$ cat config.mk
export PLATFORM = sky130hd
export DESIGN_NAME = combat_resolver_flat
export DESIGN_NICKNAME = d
export VERILOG_FILES = /design/src/rtl/combat_resolver_if.sv /design/src/rtl/combat_resolver.sv /design/src/flat_wrapper.sv
export SDC_FILE = /design/constraint.sdc
export NUM_CORES = 1
export LEC_CHECK = 0
export ABC_CLOCK_PERIOD_IN_PS = 4500
export CORE_ASPECT_RATIO = 0.7
export CORE_MARGIN = 8
export CORE_UTILIZATION = 25
export DETAILED_ROUTE_END_ITERATION = 10
export HOLD_SLACK_MARGIN = 0.05
export SLEW_MARGIN = 10
export SYNTH_ARGS = -nofsm -noshare
export SYNTH_HDL_FRONTEND = slang
export SYNTH_SLANG_ARGS = --single-unit
$ cat constraint.sdc
create_clock -name clk_game -period 4.5 [get_ports clk_game]
set_input_delay 0.45 -clock clk_game [delete_from_list [all_inputs] [get_ports clk_game]]
set_output_delay 0.45 -clock clk_game [all_outputs]
set_load 0.05 [all_outputs]
$ cat src/rtl/combat_resolver_if.sv
// combat_resolver_if: player-state inputs and stun/health/round outputs; master = player side, slave = resolver
interface combat_resolver_if;
  logic       p1_attack_active;
  logic [1:0] p1_attack_phase;
  logic       p1_moving_backward;
  logic [9:0] p1_x_pos;
  logic [9:0] p1_width;
  logic       p2_attack_active;
  logic [1:0] p2_attack_phase;
  logic       p2_moving_backward;
  logic [9:0] p2_x_pos;
  logic       p1_in_hitstun;
  logic       p1_in_blockstun;
  logic       p2_in_hitstun;
  logic       p2_in_blockstun;
  logic [7:0] p1_health;
  logic [7:0] p2_health;
  logic [1:0] hit_pulse;
  logic [1:0] block_pulse;
  logic       ko_out;
  logic [1:0] ko_winner;
  logic       round_reset_pulse;
  modport master (
    output p1_attack_active, p1_attack_phase, p1_moving_backward, p1_x_pos, p1_width,
           p2_attack_active, p2_attack_phase, p2_moving_backward, p2_x_pos,
    input  p1_in_hitstun, p1_in_blockstun, p2_in_hitstun, p2_in_blockstun,
           p1_health, p2_health, hit_pulse, block_pulse, ko_out, ko_winner, round_reset_pulse
  );
  modport slave (
    input  p1_attack_active, p1_attack_phase, p1_moving_backward, p1_x_pos, p1_width,
           p2_attack_active, p2_attack_phase, p2_moving_backward, p2_x_pos,
    output p1_in_hitstun, p1_in_blockstun, p2_in_hitstun, p2_in_blockstun,
           p1_health, p2_health, hit_pulse, block_pulse, ko_out, ko_winner, round_reset_pulse
  );
endinterface

$ cat src/rtl/combat_resolver.sv
// combat_resolver: per-frame hit/block arbiter; ports clk_game, reset, bus (stance/position in, stun/health/KO out)
module combat_resolver #(
  parameter logic [9:0] HIT_REACH        = 10'd16,
  parameter logic [7:0] HITSTUN_FRAMES   = 8'd20,
  parameter logic [7:0] BLOCKSTUN_FRAMES = 8'd12,
  parameter logic [7:0] HIT_DAMAGE       = 8'd10,
  parameter logic [7:0] HEALTH_MAX       = 8'd100,
  parameter logic [7:0] KO_HOLD_FRAMES   = 8'd120
) (
  input logic clk_game,
  input logic reset,
  combat_resolver_if.slave bus
);
  typedef enum logic [1:0] {FIGHT, KO, ROUND_RESET} state_t;
  state_t state, next_state;
  logic [7:0] hold;
  logic [7:0] hs [2];
  logic [7:0] bs [2];
  logic [7:0] health [2];
  logic [1:0] done, act, conn, blk, hit_on, blk_on;
  logic in_reach, rr_enter;
  always_comb begin
    act = {bus.p2_attack_active, bus.p1_attack_active};
    // compare in 12 bits so the clamped-at-zero gap needs no subtraction
    in_reach = {2'b0, bus.p2_x_pos} <= {2'b0, bus.p1_x_pos} + {2'b0, bus.p1_width} + {2'b0, HIT_REACH};
    conn = (state == FIGHT && in_reach) ? act & ~done : 2'b00;
    blk[0] = bus.p1_moving_backward && bus.p1_attack_phase == 2'b00 && hs[0] == 8'd0;
    blk[1] = bus.p2_moving_backward && bus.p2_attack_phase == 2'b00 && hs[1] == 8'd0;
    // index = defender; attacker is the other player
    hit_on = {conn[0] & ~blk[1], conn[1] & ~blk[0]};
    blk_on = {conn[0] & blk[1], conn[1] & blk[0]};
    next_state = state;
    case (state)
      FIGHT:   next_state = (health[0] == 8'd0 || health[1] == 8'd0) ? KO : FIGHT;
      KO:      next_state = (hold == KO_HOLD_FRAMES - 8'd1) ? ROUND_RESET : KO;
      default: next_state = FIGHT;
    endcase
    rr_enter = next_state == ROUND_RESET;
  end
  always_ff @(posedge clk_game)
    state <= reset ? FIGHT : next_state;
  for (genvar g = 0; g < 2; g++) begin : g_player
    always_ff @(posedge clk_game) begin
      if (reset || rr_enter) begin
        hs[g] <= 8'd0;
        bs[g] <= 8'd0;
        health[g] <= HEALTH_MAX;
      end else begin
        hs[g] <= hit_on[g] ? HITSTUN_FRAMES : (hs[g] != 8'd0 ? hs[g] - 8'd1 : 8'd0);
        bs[g] <= blk_on[g] ? BLOCKSTUN_FRAMES : hit_on[g] ? 8'd0 : (bs[g] != 8'd0 ? bs[g] - 8'd1 : 8'd0);
        health[g] <= hit_on[g] ? (health[g] > HIT_DAMAGE ? health[g] - HIT_DAMAGE : 8'd0) : health[g];
      end
    end
  end
  always_ff @(posedge clk_game) begin
    if (reset) begin
      done <= 2'b00;
      hold <= 8'd0;
      bus.hit_pulse <= 2'b00;
      bus.block_pulse <= 2'b00;
      bus.ko_out <= 1'b0;
      bus.ko_winner <= 2'b00;
      bus.round_reset_pulse <= 1'b0;
    end else begin
      done <= rr_enter ? 2'b00 : act & (done | conn);
      hold <= state == KO ? hold + 8'd1 : 8'd0;
      bus.hit_pulse <= {hit_on[0], hit_on[1]};
      bus.block_pulse <= {blk_on[0], blk_on[1]};
      bus.ko_out <= next_state == KO;
      bus.ko_winner <= next_state != KO ? 2'b00 : state == FIGHT ? {health[0] == 8'd0, health[1] == 8'd0} : bus.ko_winner;
      bus.round_reset_pulse <= rr_enter;
    end
  end
  assign bus.p1_in_hitstun = hs[0] != 8'd0;
  assign bus.p2_in_hitstun = hs[1] != 8'd0;
  assign bus.p1_in_blockstun = bs[0] != 8'd0;
  assign bus.p2_in_blockstun = bs[1] != 8'd0;
  assign bus.p1_health = health[0];
  assign bus.p2_health = health[1];
endmodule

$ cat src/flat_wrapper.sv
// flat-port wrapper written by rule: the top's interface ports become plain ports
module combat_resolver_flat 
#(
  parameter logic [9:0] HIT_REACH        = 10'd16,
  parameter logic [7:0] HITSTUN_FRAMES   = 8'd20,
  parameter logic [7:0] BLOCKSTUN_FRAMES = 8'd12,
  parameter logic [7:0] HIT_DAMAGE       = 8'd10,
  parameter logic [7:0] HEALTH_MAX       = 8'd100,
  parameter logic [7:0] KO_HOLD_FRAMES   = 8'd120
)
  (clk_game, reset, bus_p1_attack_active, bus_p1_attack_phase, bus_p1_moving_backward, bus_p1_x_pos, bus_p1_width, bus_p2_attack_active, bus_p2_attack_phase, bus_p2_moving_backward, bus_p2_x_pos, bus_p1_in_hitstun, bus_p1_in_blockstun, bus_p2_in_hitstun, bus_p2_in_blockstun, bus_p1_health, bus_p2_health, bus_hit_pulse, bus_block_pulse, bus_ko_out, bus_ko_winner, bus_round_reset_pulse);
  combat_resolver_if bus_i ();
  input logic clk_game;
  input logic reset;
  input wire logic [$bits(bus_i.p1_attack_active)-1:0] bus_p1_attack_active;
  input wire logic [$bits(bus_i.p1_attack_phase)-1:0] bus_p1_attack_phase;
  input wire logic [$bits(bus_i.p1_moving_backward)-1:0] bus_p1_moving_backward;
  input wire logic [$bits(bus_i.p1_x_pos)-1:0] bus_p1_x_pos;
  input wire logic [$bits(bus_i.p1_width)-1:0] bus_p1_width;
  input wire logic [$bits(bus_i.p2_attack_active)-1:0] bus_p2_attack_active;
  input wire logic [$bits(bus_i.p2_attack_phase)-1:0] bus_p2_attack_phase;
  input wire logic [$bits(bus_i.p2_moving_backward)-1:0] bus_p2_moving_backward;
  input wire logic [$bits(bus_i.p2_x_pos)-1:0] bus_p2_x_pos;
  output wire logic [$bits(bus_i.p1_in_hitstun)-1:0] bus_p1_in_hitstun;
  output wire logic [$bits(bus_i.p1_in_blockstun)-1:0] bus_p1_in_blockstun;
  output wire logic [$bits(bus_i.p2_in_hitstun)-1:0] bus_p2_in_hitstun;
  output wire logic [$bits(bus_i.p2_in_blockstun)-1:0] bus_p2_in_blockstun;
  output wire logic [$bits(bus_i.p1_health)-1:0] bus_p1_health;
  output wire logic [$bits(bus_i.p2_health)-1:0] bus_p2_health;
  output wire logic [$bits(bus_i.hit_pulse)-1:0] bus_hit_pulse;
  output wire logic [$bits(bus_i.block_pulse)-1:0] bus_block_pulse;
  output wire logic [$bits(bus_i.ko_out)-1:0] bus_ko_out;
  output wire logic [$bits(bus_i.ko_winner)-1:0] bus_ko_winner;
  output wire logic [$bits(bus_i.round_reset_pulse)-1:0] bus_round_reset_pulse;
  assign bus_i.p1_attack_active = bus_p1_attack_active;
  assign bus_i.p1_attack_phase = bus_p1_attack_phase;
  assign bus_i.p1_moving_backward = bus_p1_moving_backward;
  assign bus_i.p1_x_pos = bus_p1_x_pos;
  assign bus_i.p1_width = bus_p1_width;
  assign bus_i.p2_attack_active = bus_p2_attack_active;
  assign bus_i.p2_attack_phase = bus_p2_attack_phase;
  assign bus_i.p2_moving_backward = bus_p2_moving_backward;
  assign bus_i.p2_x_pos = bus_p2_x_pos;
  assign bus_p1_in_hitstun = bus_i.p1_in_hitstun;
  assign bus_p1_in_blockstun = bus_i.p1_in_blockstun;
  assign bus_p2_in_hitstun = bus_i.p2_in_hitstun;
  assign bus_p2_in_blockstun = bus_i.p2_in_blockstun;
  assign bus_p1_health = bus_i.p1_health;
  assign bus_p2_health = bus_i.p2_health;
  assign bus_hit_pulse = bus_i.hit_pulse;
  assign bus_block_pulse = bus_i.block_pulse;
  assign bus_ko_out = bus_i.ko_out;
  assign bus_ko_winner = bus_i.ko_winner;
  assign bus_round_reset_pulse = bus_i.round_reset_pulse;
  combat_resolver #(.HIT_REACH(HIT_REACH), .HITSTUN_FRAMES(HITSTUN_FRAMES), .BLOCKSTUN_FRAMES(BLOCKSTUN_FRAMES), .HIT_DAMAGE(HIT_DAMAGE), .HEALTH_MAX(HEALTH_MAX), .KO_HOLD_FRAMES(KO_HOLD_FRAMES)) u_core (.clk_game(clk_game), .reset(reset), .bus(bus_i));
endmodule
==> metrics.cfg <==
[status]
status = complete, no violations

[pwr]
combPwrFrac_pct = 48.2
switching_share_pct = 40.5
power_leakage_nw = 2.15
p_sw_mw = 1.24
clockPowerShare_pct = 22.9
seqPwrFrac_pct = 28.8
power_mw = 3.07
internal-power_mw = 1.82
cellPowerDensity_nw_per_um2 = 591
peakVddDrop_v = 0.000173

[global_route]
grt_pass1_wl_mm = 16.5
antenna_found_initial = 0
grt_max_degree = 19
overflow = 0
first_global_vias = 3487
grt.total_usage_pct = 10.3

[synthesis]
synth-async-reset-ratio_pct = 0
synth_edf_count = 0
synth_area_sq_um = 3780
yosysMostFrequentCell = dfxtp_1
netlist_top_cells_count = dfxtp_1, nor2_1, nand2_1
synth_top_cell_by_area = dfxtp_1
syn_inst = 451
yosys-top-cells-area = dfxtp_1, ha_1, nor2_1
ys_seq_elements = 66
synth_cell_type_count = 58
synth.avg_cell_area_sq_um = 8.38
seq_area_frac_synth_pct = 35.0
synth_ff_type = dfxtp_1
yosysWarnings = 0
synth_top_cell_area_share_pct = 35.0

[clock_tree]
cts_buffers = 9
clk_latency_ns = 0.33
clock_sinks = 66
cts_tree = done
clk_path_buf_depth = 2
cts_root_buf = clkbuf_16
htree_num_levels = 3
clkTransAtPathRegs_ns = 0.05

[worst_setup_path]
critPathSlowestCell = or4_4
path_max_fanout = 6
critical_path.cell_chain = clkdlybuf4s50_1, inv_1, fa_2, nand2b_4, a211o_1, buf_4, nand4_1, o311ai_4, nor3b_2, xor2_1, ha_1, nand4_1, o32a_1, o21ai_2, and3b_2, mux2_4, or4_4, o21ai_0
crit_type = in -> reg
cp_num_buf_inv = 3
path_delay_family = simple AND/OR/NAND/NOR gates
cpMostUsedCell = nand4_1
crit_arrival_ns = 4.56
r2r_slack_ns = 1.84
slowest_delay_ns = 0.52
crit_required_ns = 4.75
endpoint_kind = flip-flop
worstSetupStartpointType = input port

[timing]
fin_crit_sh_pct = 95.8
finalMaxSlewViolations = 0
finClkSkew_ns = 0.00955
slew_headroom_pct = 36.2
hold_viol_final = 0
post-route-min-period_ns = 4.31
max_freq_mhz = 232
hold_ws_ns = 0.445
tightest_slew_ns = 0.950
fin_ws_ns = 0.191
setup_viol = 0

[cells_and_area]
nets = 616
fillers = 1531
insertedDiodeCount = 0
drive_above_1_share_pct = 11.6
area_growth_pct = 37.3

[place]
dpl.hpwl_mm = 7.93
io_buffer_count = 65
dp_worst_setup_slack_ns = -0.353
place_congestion = 0.815

[route]
dr.pass1.iters = 4
wire_per_inst_um = 13.6
viasPerCell = 4.75
via_count = 3540
drcViolationCount = 0
antenna_left = 0
drt-initial-drc-count = 189
drt-total-wl_mm = 10.2

[die]
coreArea_sq_um = 14700
rows = 37
ioPinCount = 68
dieWidth_um = 163
die_area_sq_um = 19400
die_y_um = 119
initial_core_util_pct = 25.7

[flow_run]
maxCapViolations = 0

[worst_hold_path]
worst_hold_path_type = reg -> reg

## final cells by class
type | instances | area, sq um | area share, %
multi-input combinational | 346 | 2340 | 45.2
sequential | 66 | 1320 | 25.5
timing repair buffer | 92 | 862 | 16.6
tap | 195 | 244 | 4.70
clock buffer | 11 | 243 | 4.68
inverter | 30 | 113 | 2.17
clock inverter | 5 | 62.6 | 1.21
## repair_timing
item / CTS / global route
gates cloned: 0 / 1
gates resized for setup: 1 / 14
setup buffers: 0 / 3
pin swaps: 0 / 8
hold buffers: 0 / 0
setup endpoints to repair: 10 / 51
## state kept, by name, summed over array words and instances, names as in the netlist
name	count
u_core.bs	16
u_core.hold	8
u_core.bus.ko_winner	2
u_core.health	14
u_core.bus.block_pulse	2
u_core.bus.ko_out	1
u_core.done	2
u_core.bus.round_reset_pulse	1
u_core.hs	16
u_core.state	2
u_core.bus.hit_pulse	2
## path summary, 6_finish.rpt
path                   start  depth (start not counted)             endpoint
min reg2reg  u_core.bs[0][0]                          1      u_core.bs[0][0]
min          u_core.bs[0][0]                          1      u_core.bs[0][0]
max reg2reg  u_core.hs[1][0]                         10  u_core.health[1][5]
max          bus_p1_width[1]                         18      u_core.bs[0][3]
## cell usage in the layout (no fill, tap or decap), types with 9 or more instances in the layout
| cell type | count |
|---|---|
| dfxtp_1 | 66 |
| clkdlybuf4s50_1 | 63 |
| nor2_1 | 62 |
| nand2_1 | 30 |
| inv_1 | 29 |
| ha_1 | 29 |
| a21oi_1 | 26 |
| buf_4 | 26 |
| xnor2_1 | 21 |
| o21ai_0 | 17 |
| xor2_1 | 13 |
| nor3_1 | 12 |
| nand3_1 | 11 |
| nand4_1 | 10 |
| or3_1 | 9 |
| clkbuf_16 | 9 |
## metrics by stage
step                instance area, sq um  TNS, ns  instances  util, %
floorplan                           3780        0        452        -
global placement                    4810    -6.88        725     32.6
detailed placement                  4810   -13.01        725     32.6
CTS                                 5120        0        741     34.8
global route                        5190  -0.0174        745     35.3
finish                              5190        0        745     35.3
## metal layers
| metal | part of all wire [%] | wire [um] | global-route usage [%] | vias to the layer above |
|---|---|---|---|---|
| li1 | - | - | - | 1794 |
| met1 | 48 | 4880 | 13.3 | 1650 |
| met2 | 45 | 4560 | 16.1 | 85 |
| met3 | 6.0 | 611 | 3.20 | 11 |
| met4 | 1.1 | 109 | 3.03 | 0 |
| met5 | 0 | 0 | 0 | - |
## kinds of logic (layout without fill, tap and decap cells)
| kind of cell | after synthesis | in the layout | synth area share, % |
|---|---|---|---|
| and+or+nand+nor | 182 | 182 | 24.8 |
| adders and majority gates | 31 | 31 | 10.5 |
| AOI/OAI and AO/OA | 92 | 92 | 16.2 |
| muxes | 4 | 5 | 1.29 |
| buffers and inverters | 41 | 138 | 4.37 |
| DFF | 66 | 66 | 35.0 |
| other | 1 | 2 | 0.0992 |
| xor gates and xnor gates | 34 | 34 | 7.88 |
## power groups by stage
stage | Clock [mW] | Combinational (mW) | Sequential [mW]
5_1_grt | 0.742 | 1.64 | 0.913
6_report | 0.704 | 1.48 | 0.885
4_1_cts | 0.718 | 1.46 | 0.884
3_3_place_gp | 0 | 1.42 | 0.885
3_5_place_dp | 0 | 1.45 | 0.893
2_1_floorplan | 0 | 0.943 | 0.958
Power figures use the tool's default switching activity.
